File: src/rtl/eth_rx_pkg.sv
// Shared definitions for the Ethernet receive front end: detector states and
// the preamble/SFD byte values.
package eth_rx_pkg;

  typedef enum logic [1:0] {
    IDLE     = 2'd0,
    PREAMBLE = 2'd1,
    DATA     = 2'd2,
    DROP     = 2'd3
  } rx_state_e;

  localparam logic [7:0] PREAMBLE_BYTE = 8'h55;
  localparam logic [7:0] SFD_BYTE      = 8'hD5;

  localparam int unsigned     CNT_W   = 4;
  localparam logic [CNT_W-1:0] CNT_MAX = '1;

endpackage

File: src/rtl/preamble_sfd_detector.sv
// GMII-style preamble/SFD detector: validates the 0x55 run and the SFD, then
// forwards payload bytes with one cycle of latency and frames them with pulses.
module preamble_sfd_detector
  import eth_rx_pkg::*;
#(
  parameter int unsigned MIN_PREAMBLE = 7
) (
  input  logic       clk,
  input  logic       rst_n,
  input  logic       rx_dv,
  input  logic [7:0] rx_data,
  output logic       frame_active,
  output logic       frame_start,
  output logic       frame_end,
  output logic       preamble_err,
  output logic [7:0] data_out,
  output logic       data_valid
);

  rx_state_e        state_q, state_d;
  logic [CNT_W-1:0] cnt_q, cnt_d;
  logic             active_q, start_q, end_q, err_q, dv_q;
  logic             start_d, end_d, err_d, dv_d;
  logic [7:0]       data_q, data_d;

  always_comb begin
    // NOTE: every signal driven here gets a default first, so no path can
    // leave one unassigned and infer a latch.
    state_d = state_q;
    cnt_d   = cnt_q;
    start_d = 1'b0;
    end_d   = 1'b0;
    err_d   = 1'b0;
    dv_d    = 1'b0;
    data_d  = data_q;

    case (state_q)
      IDLE: begin
        if (rx_dv) begin
          if (rx_data == PREAMBLE_BYTE) begin
            state_d = PREAMBLE;
            cnt_d   = CNT_W'(1);
          end else begin
            state_d = DROP;
            err_d   = 1'b1;
          end
        end
      end

      PREAMBLE: begin
        if (!rx_dv) begin
          state_d = IDLE;
          err_d   = 1'b1;
          cnt_d   = '0;
        end else if (rx_data == PREAMBLE_BYTE) begin
          if (cnt_q != CNT_MAX) cnt_d = cnt_q + CNT_W'(1);
        end else if (rx_data == SFD_BYTE && 32'(cnt_q) >= MIN_PREAMBLE) begin
          state_d = DATA;
          start_d = 1'b1;
          cnt_d   = '0;
        end else begin
          state_d = DROP;
          err_d   = 1'b1;
          cnt_d   = '0;
        end
      end

      DATA: begin
        if (!rx_dv) begin
          state_d = IDLE;
          end_d   = 1'b1;
        end else begin
          dv_d   = 1'b1;
          data_d = rx_data;
        end
      end

      DROP: begin
        if (!rx_dv) state_d = IDLE;
      end

      default: state_d = IDLE;
    endcase
  end

  // frame_active is its own flop (not a decode of state_q) so every output
  // comes straight from a register.
  always_ff @(posedge clk or negedge rst_n) begin
    if (!rst_n) begin
      // NOTE: the payload register is reset too, so data_out reads 0 after
      // reset rather than a stale byte from an abandoned frame.
      state_q  <= IDLE;
      cnt_q    <= '0;
      active_q <= 1'b0;
      start_q  <= 1'b0;
      end_q    <= 1'b0;
      err_q    <= 1'b0;
      dv_q     <= 1'b0;
      data_q   <= '0;
    end else begin
      // NOTE: non-blocking assignments so all registers update together from
      // the values sampled on this edge.
      state_q  <= state_d;
      cnt_q    <= cnt_d;
      active_q <= (state_d == DATA);
      start_q  <= start_d;
      end_q    <= end_d;
      err_q    <= err_d;
      dv_q     <= dv_d;
      data_q   <= data_d;
    end
  end

  assign frame_active = active_q;
  assign frame_start  = start_q;
  assign frame_end    = end_q;
  assign preamble_err = err_q;
  assign data_valid   = dv_q;
  assign data_out     = data_q;

endmodule

File: config.mk
export PLATFORM = sky130hd
export DESIGN_NAME = preamble_sfd_detector
export DESIGN_NICKNAME = d
export VERILOG_FILES = /design/src/rtl/eth_rx_pkg.sv /design/src/rtl/preamble_sfd_detector.sv
export SDC_FILE = /design/constraint.sdc
export NUM_CORES = 1
export LEC_CHECK = 0
export ABC_AREA = 1
export BUFFER_PORTS_ARGS = -buffer_cell sky130_fd_sc_hd__buf_2
export CORE_MARGIN = 10
export CORE_UTILIZATION = 40
export DETAILED_ROUTE_END_ITERATION = 10
export PLACE_DENSITY = 0.65
export REMOVE_ABC_BUFFERS = 1
export SYNTH_ARGS = -nofsm -noshare
export SYNTH_HDL_FRONTEND = slang
export SYNTH_SLANG_ARGS = --single-unit
File: constraint.sdc
create_clock -name clk -period 1.15 [get_ports clk]
set_input_delay 0.345 -clock clk [delete_from_list [all_inputs] [get_ports clk]]
set_output_delay 0.345 -clock clk [all_outputs]
set_load 0.03 [all_outputs]
# Word-level counts from Yosys, hierarchy flattened
# Cells that the tools add are included.
# Widths: inputs -> output; s select.
dict set report classes {
  reduce_logical 6
  muxes 27
  eq_ne 10
  n_lt_le_gt_ge 1
  add_sub_neg 1
}
# cell n
set ops {}
lappend ops {{$mux 4} 5}
lappend ops {{$mux 1} 14}
lappend ops {{$mux 2} 5}
lappend ops {{$eq 8x7->1 const B} 1}
lappend ops {{$eq 8x8->1 const B} 1}
lappend ops {{$ne 4x4->1 const B} 2}
lappend ops {{$pmux 4 s2} 1}
lappend ops {{$eq 2x2->1 const B} 3}
lappend ops {{$pmux 2 s3} 1}
lappend ops {{$add 4x1->4 const B} 1}
lappend ops {{$ge 4x3->1 const B} 1}
lappend ops {{$ne 2x2->1 const B} 2}
lappend ops {{$reduce_and 4->1} 1}
lappend ops {{$eq 2x1->1 const B} 1}
lappend ops {{$logic_not 2->1} 1}
lappend ops {{$pmux 1 s2} 1}
lappend ops {{$reduce_and 2->1} 1}
lappend ops {{$reduce_bool 2->1} 1}
lappend ops {{$reduce_or 2->1} 1}
lappend ops {{$logic_and 1x1->1} 1}
dict set report word_totals {
  reg_bits 19
  inputBits 11
  out_inout_bits 13
  wordCells 53
}

# Longest topological paths before layout
dict set report depth {
  depth_word 7
  mapped_depth 8
  ltp_nobuf 8
}

# Least setup slack after synthesis
# No wires, ideal clock.
dict set report synth_path {
  path_kind {flip-flop to flip-flop}
  start {register cnt_q[0]}
  end {register cnt_q[1]}
  path_buffers 0
  slack_ns -0.057
  setup_ns 0.117
  stages_incl_launch_ff 9
  synth_period_minus_slack_ns 1.207
  t_required_ns 1.033
  arrival_ns 1.089
  cell_sequence {dfrtp_1 ha_1 nand2_2 nor3_2 inv_1 nor2_1 nor2_1 nand3_1 nand2_1}
}
dict set report synth_between {
  elab_chain_len 5
  elab_cells_between_ends 8
  cone_classes {add/sub (1); eq/ne (2); mux (4); reduce/logical (1)}
}
# element line_no
set synth_lines {}
lappend synth_lines {{start: declaration} preamble_sfd_detector.sv:21} ;# logic [CNT_W-1:0] cnt_q, cnt_d;
lappend synth_lines {{start signal: assignment} preamble_sfd_detector.sv:104} ;# cnt_q <= cnt_d;
lappend synth_lines {{$add 4x1->4} preamble_sfd_detector.sv:56} ;# if (cnt_q != CNT_MAX) cnt_d = cnt_q + CNT_W'(1);
lappend synth_lines {{$mux 4} preamble_sfd_detector.sv:56}
lappend synth_lines {{$mux 4} preamble_sfd_detector.sv:55} ;# end else if (rx_data == PREAMBLE_BYTE) begin
lappend synth_lines {{$mux 4} preamble_sfd_detector.sv:51} ;# if (!rx_dv) begin
lappend synth_lines {{$pmux 4 s2} preamble_sfd_detector.sv:37} ;# case (state_q)
# Several ways; a longest one is shown, not always the timed one. The select of a mux whose other input is x is not followed.
# A chain may end at the register's enable or synchronous reset.

# Worst setup path after layout
dict set report layout_path {
  start {register data_q[1] (netlist: data_out[1])}
  end {output data_out[1]}
}
# element line_no
set layout_lines {}
lappend layout_lines {{start: declaration} preamble_sfd_detector.sv:24} ;# logic [7:0] data_q, data_d;
lappend layout_lines {{start signal: assignment} preamble_sfd_detector.sv:110} ;# data_q <= data_d;
lappend layout_lines {{end: declaration} preamble_sfd_detector.sv:16} ;# output logic [7:0] data_out,
# No word-level cell between the ends.

==> results.cfg <==
[power]
leakage_uw = 0.000803
p_per_area_nw_per_um2 = 1120
worst_ir_drop_vdd_uv = 715
p_total_uw = 1620

[worst_setup_path]
critPathBufInv = 1
worstPathMaxFanout = 2
worstSetupPathType = flop to output port
critPathTopFamily = flip-flops
critPathLaunchType = flop
r2r_setup_slack_ns = -0.04
cp.arrival_ns = 0.85
timing.critical_path.cells = buf_6
slowest_delay_ns = 0.41
slowest_stage = dfrtp_1
cp-end-kind = output port
worstPathRequired_ns = 0.81

[sta]
relSlewSlack_pct = 72.3
slew_violations = 0
setup_slack_ns = -0.0457
fin_skew_ns = 0.00580
fin_worst_hold_slack_ns = 0.250
finalSetupViolCount = 18
rsz0062_at_grt = true
fin_crit_sh_pct = 104
tightest_slew_ns = 0.415
final-hold-violation-count = 0
finalCriticalPeriod_ns = 1.20
fmax_mhz = 836

[floorplan]
rows = 17
fp.coreArea_um2 = 2250
fp.dieH_um = 69.2
die_area_um2 = 4790
die_w_um = 69.2
io_pins = 24
start_util_pct = 43.0

[clock_tree]
clkSlewWorstSetupHoldPaths_ns = 0.11
cts_sinks = 19
root_buffer = clkbuf_4
cts_buffers = 3
cts_tree = yes
clk_path_buf_depth = 2
htree_levels = 1
worstSkewPairLatency_ns = 0.30

[grt]
grt-ovfl-total = 0
grt_pass1_vias = 922
grt_max_degree = 20
track_usage_pct = 9.42
antenna_found_initial = 0
grt_pass1_wl_mm = 4.00

[routing]
avgViaCountPerCell = 4.69
wl_met1_um = 994
met3_length_um = 91
initialDrtViolationCount = 42
drt_first_pass_iters = 4
num_vias = 923
drt-wirelength-per-cell_um = 10.9
drcViolationCount = 0
routed_wl_mm = 2.15
met2_wirelength_mm = 1.05
highest_layer = met4
ant_nets = 0

[logic_synthesis]
synth.largest_area_cell = dfrtp_1
netlist_area_um2 = 970
synth_top_area_share_pct = 49.0
ys_ff_latch = 19
syn_inst = 116
ys_seq_area_share_pct = 49.0
synth_area_leaders = dfrtp_1, nand2_1, o21ai_2
ys_types = 20
avgSynthCellArea_um2 = 8.36
synth_warnings = 0

[layout]
nets = 182
layoutNonFillerInstCount = 197
insertedDiodeCount = 0
area_delta_synth_final_pct = 49.9
final_area_um2 = 1450
drive_above_1_share_pct = 49.7

[placement]
placed_area_um2 = 1220
io_buffers = 23
dp_cells = 181
hpwl_mm = 1.68
gp_congestion = 0.957

[status]
status = complete, but fails checks
violations = setup timing

[min_path]
hold_class = primary input to flop

[flow_run]
maxCapViolCount = 0
## final cells by class
type / count / area [um2]
sequential: 19 / 475
inverter: 18 / 72.6
tap: 28 / 35.0
clock buffer: 3 / 22.5
clock inverter: 1 / 5.00
multi-input combinational: 77 / 434
fill: 200 / 801
timing repair buffer: 51 / 409
## flip-flops by register name, summed over array words and instances, names as in the netlist
name	cells
data_out	8
cnt_q	4
state_q	2
data_valid	1
frame_active	1
frame_end	1
frame_start	1
preamble_err	1
## metrics by stage
stage | TNS, ns | util, % | worst slack (ns)
final | -0.568 | 64.5 | -0.0457
after global routing | -1.55 | 64.5 | -0.130
after CTS | -0.669 | 61.4 | -0.0568
after detailed placement | -0.710 | 54.2 | -0.126
after global placement | -0.621 | 54.2 | -0.111
after floorplan | -0.113 | - | -0.0566
## placed cells by master, fill, tap and decap left out
cell type,Yosys,final
inv_6,0,1
ha_2,0,1
nand3_1,7,6
inv_1,11,10
clkinv_2,0,1
dfrtp_1,19,19
o21ai_1,0,1
nor3_1,2,2
o21ai_2,6,6
dlygate4sd3_1,0,1
nand2_1,29,29
nor3_4,0,1
nand4_1,3,3
inv_2,7,7
nand2_2,6,4
o21ai_0,2,1
nor2_4,2,2
buf_2,0,10
nand2_4,0,2
or2_2,1,1
o2111ai_1,1,1
buf_6,1,13
clkbuf_4,0,3
nor2_1,13,12
nor2_2,1,2
nand3_2,2,3
buf_4,1,27
## final timing paths
check,start,endpoint,cells after the start
hold reg to reg,data_out[7],data_out[7],2
hold / removal,rx_data[2],data_out[2],3
setup / recovery,data_out[1],data_out[1],1
setup reg to reg,cnt_q[0],frame_active,7
min in group asynchronous,rst_n,frame_start,2
max in group asynchronous,rst_n,cnt_q[1],2
## Yosys cell counts
cell type  count
nand3_1        7
nand3_2        2
buf_4          1
nand2_2        6
o21ai_0        2
ha_1           1
o21ai_2        6
nor2_2         1
o2111ai_1      1
nor2_1        13
inv_1         11
nor3_2         1
inv_2          7
nand2_1       29
nand4_1        3
buf_6          1
or2_2          1
nor3_1         2
dfrtp_1       19
nor2_4         2
## power breakdown
group	switching (uW)	internal [uW]	total, uW
logic	267	250	517
clock network	210	130	340
registers	39.9	727	767
## what timing repair did
item                                    4_1_cts  5_1_grt
buffers inserted                              5        6
pin swaps                                     3        2
cloned                                        0        0
hold buffers                                  1        0
endpoints found under the hold margin        19        0
endpoints found under the setup margin       18       27
resized for setup                            28        9
## kinds of logic (layout without fill, tap and decap cells)
logic type | after synthesis | after routing | synth area share [%]
adders and majority gates | 1 | 1 | 1.29
and+or+nand+nor | 67 | 67 | 33.4
DFF | 19 | 19 | 49.0
AOI/OAI and AO/OA | 9 | 9 | 7.36
buffers and inverters | 20 | 73 | 8.90
## per-layer routing
metal | track usage, % | up-vias
met5 | 0 | -
met4 | 3.33 | 0
met3 | 2.43 | 4
met2 | 15.6 | 20
met1 | 11.3 | 428
li1 | - | 471
Note: power is estimated with default switching activity, not from simulation.
